[src/rtl/saturn_debug_pkg.sv]
// Purpose : shared types and constants for the Saturn debug UART path.
// Latency : n/a (declarations only).
// Backpr. : n/a (declarations only).
//
// Contents: transmitter FSM state encoding, 8N1 frame constants, default
// baud divisor, and a helper that sizes the baud counter.

package saturn_debug_pkg;

    // Transmitter FSM states, 2-bit encoding.
    typedef enum logic [1:0] {
        ST_IDLE  = 2'd0,
        ST_START = 2'd1,
        ST_DATA  = 2'd2,
        ST_STOP  = 2'd3
    } tx_state_e;

    // 8N1 framing.
    localparam int DATA_BITS  = 8;
    localparam int STOP_BITS  = 1;
    localparam int FRAME_BITS = 1 + DATA_BITS + STOP_BITS;

    // 12 MHz / 115200 baud.
    localparam int DEFAULT_CLK_PER_BIT = 104;

    // Width of a down-counter that must hold clk_per_bit-1.
    // Never narrower than one bit so the smallest legal divisor (2) still works.
    function automatic int cnt_width(input int clk_per_bit);
        if (clk_per_bit <= 2) begin
            return 1;
        end
        return $clog2(clk_per_bit);
    endfunction

endpackage

[src/rtl/saturn_debug_fifo.sv]
// Purpose : generic synchronous FIFO, data out is the current head entry.
// Latency : push visible at the head one cycle after the write edge.
// Backpr. : o_full refuses pushes; pops on an empty FIFO are ignored.
//
// Ports:
//   i_clk, i_reset      clock, synchronous active-high reset (empties FIFO)
//   i_push, i_push_dat  write request and data (ignored while full)
//   i_pop               remove head entry (ignored while empty)
//   o_head              current head entry (valid when !o_empty)
//   o_full, o_empty     status, combinational from the pointers
//   o_level             registered entry count, 0..2**FIFO_AW

module saturn_debug_fifo #(
    parameter int FIFO_AW = 4,
    parameter int DW      = 8
) (
    input  logic               i_clk,
    input  logic               i_reset,
    input  logic               i_push,
    input  logic [DW-1:0]      i_push_dat,
    input  logic               i_pop,
    output logic [DW-1:0]      o_head,
    output logic               o_full,
    output logic               o_empty,
    output logic [FIFO_AW:0]   o_level
);

    localparam int DEPTH = 1 << FIFO_AW;
    localparam logic [FIFO_AW:0] PTR_ONE = (FIFO_AW+1)'(1);

    generate
        if (FIFO_AW < 1) begin : g_bad_aw
            $error("saturn_debug_fifo: FIFO_AW must be at least 1");
        end
    endgenerate

    logic [DW-1:0]    mem_q [DEPTH];
    logic [FIFO_AW:0] wr_ptr_q, wr_ptr_d;
    logic [FIFO_AW:0] rd_ptr_q, rd_ptr_d;
    logic [FIFO_AW:0] level_q, level_d;
    logic             do_push;
    logic             do_pop;

    // Pointers carry one extra wrap bit: equal means empty, equal low bits
    // with differing wrap bits means full.
    assign o_empty = (wr_ptr_q == rd_ptr_q);
    assign o_full  = (wr_ptr_q[FIFO_AW] != rd_ptr_q[FIFO_AW]) &&
                     (wr_ptr_q[FIFO_AW-1:0] == rd_ptr_q[FIFO_AW-1:0]);

    // Fullness is judged on the state at the start of the cycle, so a
    // simultaneous pop never frees a slot for a same-cycle push.
    assign do_push = i_push && !o_full;
    assign do_pop  = i_pop && !o_empty;

    always_comb begin
        wr_ptr_d = wr_ptr_q;
        rd_ptr_d = rd_ptr_q;
        level_d  = level_q;
        if (do_push) begin
            wr_ptr_d = wr_ptr_q + PTR_ONE;
        end
        if (do_pop) begin
            rd_ptr_d = rd_ptr_q + PTR_ONE;
        end
        unique case ({do_push, do_pop})
            2'b10:   level_d = level_q + PTR_ONE;
            2'b01:   level_d = level_q - PTR_ONE;
            default: level_d = level_q;
        endcase
    end

    always_ff @(posedge i_clk) begin
        if (i_reset) begin
            wr_ptr_q <= '0;
            rd_ptr_q <= '0;
            level_q  <= '0;
        end else begin
            wr_ptr_q <= wr_ptr_d;
            rd_ptr_q <= rd_ptr_d;
            level_q  <= level_d;
        end
    end

    // Storage needs no reset: nothing is read until a push has landed.
    always_ff @(posedge i_clk) begin
        if (do_push) begin
            mem_q[wr_ptr_q[FIFO_AW-1:0]] <= i_push_dat;
        end
    end

    assign o_head  = mem_q[rd_ptr_q[FIFO_AW-1:0]];
    assign o_level = level_q;

endmodule

[src/rtl/saturn_debug_uart_tx.sv]
// Purpose : 8N1 UART transmitter for the bus controller's debug char stream.
// Latency : push into empty idle FIFO at edge N -> start bit on o_tx at N+2.
// Backpr. : o_char_ready = !fifo_full; chars offered while full are dropped
//           and latch the sticky o_overflow flag.
//
// Ports:
//   i_clk, i_reset          raw system clock, synchronous active-high reset
//   i_char, i_char_valid    character in (accepted when o_char_ready)
//   o_char_ready            FIFO not full (combinational)
//   o_tx                    UART line, idle high (registered)
//   o_busy                  frame in progress or chars queued (combinational)
//   o_overflow              sticky dropped-character flag (registered)
//   o_fifo_level            queued chars, excluding the one being shifted

module saturn_debug_uart_tx
    import saturn_debug_pkg::*;
#(
    parameter int CLK_PER_BIT = DEFAULT_CLK_PER_BIT,
    parameter int FIFO_AW     = 4
) (
    input  logic               i_clk,
    input  logic               i_reset,
    input  logic [7:0]         i_char,
    input  logic               i_char_valid,
    output logic               o_char_ready,
    output logic               o_tx,
    output logic               o_busy,
    output logic               o_overflow,
    output logic [FIFO_AW:0]   o_fifo_level
);

    localparam int CNT_W = cnt_width(CLK_PER_BIT);
    localparam logic [CNT_W-1:0] CNT_RELOAD = CNT_W'(CLK_PER_BIT - 1);
    localparam logic [CNT_W-1:0] CNT_ONE    = CNT_W'(1);
    localparam logic [2:0]       LAST_BIT   = 3'(DATA_BITS - 1);

    generate
        if (CLK_PER_BIT < 2) begin : g_bad_cpb
            $error("saturn_debug_uart_tx: CLK_PER_BIT must be 2 or more");
        end
    endgenerate

    // ------------------------------------------------------------------
    // Character queue
    // ------------------------------------------------------------------
    logic               fifo_push;
    logic               fifo_pop;
    logic [7:0]         fifo_head;
    logic               fifo_full;
    logic               fifo_empty;
    logic [FIFO_AW:0]   fifo_level;

    assign fifo_push = i_char_valid && !fifo_full;

    saturn_debug_fifo #(
        .FIFO_AW (FIFO_AW),
        .DW      (8)
    ) u_fifo (
        .i_clk      (i_clk),
        .i_reset    (i_reset),
        .i_push     (fifo_push),
        .i_push_dat (i_char),
        .i_pop      (fifo_pop),
        .o_head     (fifo_head),
        .o_full     (fifo_full),
        .o_empty    (fifo_empty),
        .o_level    (fifo_level)
    );

    // ------------------------------------------------------------------
    // Serializer FSM
    // ------------------------------------------------------------------
    tx_state_e          state_q, state_d;
    logic [CNT_W-1:0]   cnt_q, cnt_d;
    logic [2:0]         bit_idx_q, bit_idx_d;
    logic [7:0]         shift_q, shift_d;
    logic               tx_q, tx_d;
    logic               overflow_q, overflow_d;
    logic               cnt_zero;

    assign cnt_zero = (cnt_q == '0);

    always_comb begin
        state_d    = state_q;
        cnt_d      = cnt_q;
        bit_idx_d  = bit_idx_q;
        shift_d    = shift_q;
        fifo_pop   = 1'b0;
        overflow_d = overflow_q | (i_char_valid & fifo_full);

        unique case (state_q)
            ST_IDLE: begin
                if (!fifo_empty) begin
                    fifo_pop = 1'b1;
                    shift_d  = fifo_head;
                    cnt_d    = CNT_RELOAD;
                    state_d  = ST_START;
                end
            end

            ST_START: begin
                if (cnt_zero) begin
                    cnt_d     = CNT_RELOAD;
                    bit_idx_d = 3'd0;
                    state_d   = ST_DATA;
                end else begin
                    cnt_d = cnt_q - CNT_ONE;
                end
            end

            ST_DATA: begin
                if (cnt_zero) begin
                    shift_d   = {1'b0, shift_q[7:1]};
                    cnt_d     = CNT_RELOAD;
                    bit_idx_d = bit_idx_q + 3'd1;
                    if (bit_idx_q == LAST_BIT) begin
                        state_d = ST_STOP;
                    end
                end else begin
                    cnt_d = cnt_q - CNT_ONE;
                end
            end

            ST_STOP: begin
                if (cnt_zero) begin
                    // Chain straight into the next start bit when more
                    // characters are waiting, so frames run back-to-back.
                    if (!fifo_empty) begin
                        fifo_pop = 1'b1;
                        shift_d  = fifo_head;
                        cnt_d    = CNT_RELOAD;
                        state_d  = ST_START;
                    end else begin
                        state_d = ST_IDLE;
                    end
                end else begin
                    cnt_d = cnt_q - CNT_ONE;
                end
            end

            default: begin
                state_d = ST_IDLE;
            end
        endcase
    end

    // The line is a registered image of the current state, so it trails the
    // FSM by one cycle; every bit window keeps its full CLK_PER_BIT width.
    always_comb begin
        tx_d = 1'b1;
        unique case (state_q)
            ST_START: tx_d = 1'b0;
            ST_DATA:  tx_d = shift_q[0];
            default:  tx_d = 1'b1;
        endcase
    end

    always_ff @(posedge i_clk) begin
        if (i_reset) begin
            state_q    <= ST_IDLE;
            cnt_q      <= '0;
            bit_idx_q  <= 3'd0;
            shift_q    <= 8'd0;
            tx_q       <= 1'b1;
            overflow_q <= 1'b0;
        end else begin
            state_q    <= state_d;
            cnt_q      <= cnt_d;
            bit_idx_q  <= bit_idx_d;
            shift_q    <= shift_d;
            tx_q       <= tx_d;
            overflow_q <= overflow_d;
        end
    end

    // ------------------------------------------------------------------
    // Outputs
    // ------------------------------------------------------------------
    assign o_tx         = tx_q;
    assign o_overflow   = overflow_q;
    assign o_fifo_level = fifo_level;
    assign o_char_ready = !fifo_full;
    assign o_busy       = (state_q != ST_IDLE) || (fifo_level != '0);

endmodule

[config.mk]
export PLATFORM = sky130hd
export DESIGN_NAME = saturn_debug_uart_tx
export DESIGN_NICKNAME = d
export VERILOG_FILES = /design/src/rtl/saturn_debug_pkg.sv /design/src/rtl/saturn_debug_fifo.sv /design/src/rtl/saturn_debug_uart_tx.sv
export SDC_FILE = /design/constraint.sdc
export NUM_CORES = 1
export LEC_CHECK = 0
export ABC_AREA = 1
export ABC_CLOCK_PERIOD_IN_PS = 6600
export CAP_MARGIN = 30
export CORE_ASPECT_RATIO = 0.5
export CORE_UTILIZATION = 50
export CTS_CLUSTER_SIZE = 12
export DETAILED_ROUTE_END_ITERATION = 16
export PLACE_DENSITY_LB_ADDON = 0.25
export SETUP_SLACK_MARGIN = 0.02
export SYNTH_ARGS = -nofsm -noshare
export SYNTH_HDL_FRONTEND = slang
export SYNTH_HIERARCHICAL = 1
export SYNTH_SLANG_ARGS = --single-unit
[constraint.sdc]
create_clock -name i_clk -period 6.6 [get_ports i_clk]
set_input_delay 0.99 -clock i_clk [delete_from_list [all_inputs] [get_ports i_clk]]
set_output_delay 0.99 -clock i_clk [all_outputs]
set_load 0.03 [all_outputs]
==> flow_results.org <==
** STA
- Measured against its own limit, the worst slew margin works out to 0.364.
- Setup violations remaining at the end of the flow were counted as 0.
- At the pin with the least slew margin, the transition time is 953 ps.
- Hold violation count in the final report :: 0
- Slew Viols, Final :: 0
- For the final database, setup skew stands at 12.9 ps.
- For the final routed database, the setup TNS stands at 0 ps.
- Setup repair after global routing missed its margin :: false
- Final worst path period need :: 3190 ps
- Maximum clock frequency :: 313 MHz
- Post-route fraction of the period consumed by the critical path :: 0.484

** Power and ir drop
- Of the total power, combinational logic draws 0.371.
- The share of total power dissipated in sequential elements is 0.365.
- In this run the static leakage power is 3.08 nW.
- Share of total power consumed by net switching :: 0.375
- For this design the ratio of total power to cell area is 416 mW/mm2.
- Reported net switching power :: 1.33 mW
- Power Internal :: 2.21 mW
- IR analysis of the VDD net gives a maximum drop of 236 uV.
- Of the total power, the clock network draws 0.263.

** Synthesis
- By area the synthesized netlist is led by sky130_fd_sc_hd__edfxtp_1, sky130_fd_sc_hd__dfxtp_1, sky130_fd_sc_hd__mux2i_1.
- Syn Std Cell Area :: 0.00761 mm2
- For this run, the leading register cell type out of synthesis is sky130_fd_sc_hd__edfxtp_1.
- EDFF count, synth :: 128
- Of the post-synthesis cell area, the dominant cell type holds 0.505.
- Syn. warnings :: 6
- Counting every instance in the synthesized netlist gives 690.
- When the netlist entered floorplanning its net count stood at 717.
- Post-synthesis register bit count :: 169
- Mapped Avg Cell Area :: 11.0 um2
- Biggest area consumer among synthesized cells :: sky130_fd_sc_hd__edfxtp_1
- Share of synthesized registers carrying an async set or reset :: 0
- Sequential share of the synthesized area :: 0.613
- Number of library cell types mapped by synthesis :: 45

** Worst setup path
- Worst path required time :: 5610 ps
- STA puts the critical path data arrival time at 2200 ps.
- The worst register-to-register path has a depth of 20.
- Top fanout value on the critical path :: 5
- The worst setup path is captured at an output port.
- The critical path is of the flip-flop to output port type.
- STA classifies the critical path startpoint as a flip-flop.

** Drt
- In the final routed layout, each cell accounts on average for 17.5 um.
- Overall routed net length :: 16000 um
- Dividing the detail-routed via count by the number of cells gives 5.52.
- For this block, the initial DRC count from the detailed router was 380.
- First-pass iteration count of the detailed router :: 5
- The detail route stage leaves a number of antenna-violating nets equal to 0.
- The routed layout has 5048 vias.
- In the routed design, unresolved DRC markers number 0.

** Final layout
- Final Net Count :: 731
- In the layout the commonest cells are sky130_fd_sc_hd__edfxtp_1, sky130_fd_sc_hd__nand2_1, sky130_fd_sc_hd__inv_1.
- Synthesis-to-finish area growth :: 11.9%
- In the final layout, the share of cells above drive strength 1 is 0.100.
- The finished layout holds 915 standard cells, fillers aside.
- Leaving out fill and tap cells, the most frequent cell in the layout is sky130_fd_sc_hd__edfxtp_1.
- The number of antenna diodes in the final layout is 0.

** Clock network
- CTS Root Cell :: sky130_fd_sc_hd__clkbuf_16
- Number of hold buffers added after cts :: 0
- Clock tree synthesis found a total of 169 sinks.
- At the later pin of the worst-skew pair, clock insertion delay measures 430 ps.
- Inserted Clock Buffers :: 17
- TritonCTS built the clock tree.
- The clock tree synthesis step divided the H-tree into 4 levels.
- Post-CTS setup buffer count :: 0
- In this run, post-CTS repair resized a total of 0 instances.
- Maximum number of buffers from clock root to sink :: 2
- Clock slew at reported path FFs :: 60 ps

** Floorplanning
- After floorplanning, the core was divided into 31 placement rows.
- Width of the die :: 176 um
- In this run the standard cell core region covers 0.0147 mm2.
- Floorplan die area :: 0.0157 mm2
- Starting density of the core :: 0.519
- For this design the top-level I/O count stands at 20.
- The die is 89.2 um tall.

** Job
- Count of max-cap constraint violations :: 0

** Global route
- The first global-routing pass estimated 24500 um of wire.
- Number of global-route vias before repair :: 4508
- Sum of overflow across all layers after global routing :: 0
- Maximum number of pins on one net before global-route repair :: 95
- Global Route Usage Sum :: 0.215
- Antenna violations before repair :: 0

** Placed design
- Including well taps, the total number of placed cells is 882.
- Count of buffers inserted at the top-level ports :: 19
- Routability-driven placement finished with a final weighted congestion of 0.907.
- Dpl hpwl :: 10300 um

** Outcome
- Status :: finished clean

** Worst hold path
- The tightest min-delay check is of the flip-flop to flip-flop type.
- Number of instances on the worst hold path :: 2
==> stage by stage <==
| stage | util | instance area (um2) | total power, mW | setup WS, ps | hold slack (ps) |
|---|---|---|---|---|---|
| floorplan | - | 7610 | 2.30 | 3980 | 423 |
| global placement | 0.541 | 7940 | 2.59 | 3540 | 452 |
| detailed placement | 0.541 | 7940 | 2.60 | 3480 | 463 |
| CTS | 0.579 | 8490 | 3.53 | 3370 | 476 |
| global route | 0.580 | 8510 | 3.76 | 3210 | 496 |
| finish | 0.580 | 8510 | 3.54 | 3410 | 469 |
==> synth_stat cells (9+ instances only) <==
cell,n
sky130_fd_sc_hd__a21oi_1,56
sky130_fd_sc_hd__clkbuf_1,17
sky130_fd_sc_hd__dfxtp_1,41
sky130_fd_sc_hd__edfxtp_1,128
sky130_fd_sc_hd__ha_1,16
sky130_fd_sc_hd__inv_1,68
sky130_fd_sc_hd__mux2i_1,39
sky130_fd_sc_hd__nand2_1,78
sky130_fd_sc_hd__nand3_1,31
sky130_fd_sc_hd__nor2_1,49
sky130_fd_sc_hd__nor3_1,9
sky130_fd_sc_hd__o211ai_1,33
sky130_fd_sc_hd__o21ai_0,48
==> per-layer routing <==
metal / GRT usage / up-vias / wire length, um
met5: 0 / - / 0
met4: 0.0635 / 0 / 238
met3: 0.0582 / 16 / 1160
met2: 0.329 / 166 / 7000
met1: 0.302 / 2403 / 7580
li1: - / 2463 / -
==> power by group through the flow <==
stage,Combinational [mW],Sequential (mW),Clock (mW)
global placement,1.28,1.31,0
floorplan,0.975,1.32,0
CTS,1.30,1.29,0.947
global route,1.46,1.30,0.995
detailed placement,1.29,1.31,0
finish,1.31,1.29,0.932
==> sequential cells by signal, summed over array words and instances, names as in the netlist, named ones only <==
register / flops
u_fifo/mem_q: 128
shift_q: 8
cnt_q: 7
u_fifo/o_level: 5
u_fifo/rd_ptr_q: 5
u_fifo/wr_ptr_q: 5
bit_idx_q: 3
state_q: 2
o_overflow: 1
o_tx: 1
==> critical path: stages, from the launching register on <==
cell and delay, ps:
sky130_fd_sc_hd__dfxtp_1 410, sky130_fd_sc_hd__inv_1 140, sky130_fd_sc_hd__nand2_1 80, sky130_fd_sc_hd__nand2_1 40
sky130_fd_sc_hd__nor2_1 200, sky130_fd_sc_hd__nand3_2 160, sky130_fd_sc_hd__inv_1 120, sky130_fd_sc_hd__inv_1 40
sky130_fd_sc_hd__clkdlybuf4s50_1 580
==> kinds of logic (layout without fill, tap and decap cells) <==
group / Yosys count / in the layout / share of synthesized area
AO/OA/AOI/OAI: 151 / 151 / 0.117
adder cells (fa/ha/maj): 16 / 16 / 0.0263
flip-flops: 169 / 169 / 0.613
AND/OR/NAND/NOR: 204 / 204 / 0.128
XOR/XNOR: 6 / 6 / 0.00691
multiplexers: 39 / 39 / 0.0513
buffers and inverters: 105 / 132 / 0.0574
==> final timing paths <==
kind	startpoint	end	slack (ps)
min reg2reg	shift_q[6]$_SDFFE_PP0P_	shift_q[6]$_SDFFE_PP0P_	470
max reg2reg	cnt_q[0]$_SDFF_PP0_	u_fifo/o_level[4]$_SDFFE_PP0P_	3550
max	u_fifo/wr_ptr_q[0]$_SDFFE_PP0P_	o_char_ready	3410
min	shift_q[6]$_SDFFE_PP0P_	shift_q[6]$_SDFFE_PP0P_	470
==> cell type report <==
class / count / area (um2)
fill: 1219 / 6150
sequential: 169 / 4670
multi-input combinational: 416 / 2510
clock buffer: 17 / 425
inverter: 76 / 294
tap: 198 / 248
timing repair buffer: 24 / 240
clock inverter: 15 / 128
(Power assumes the default switching activity.)
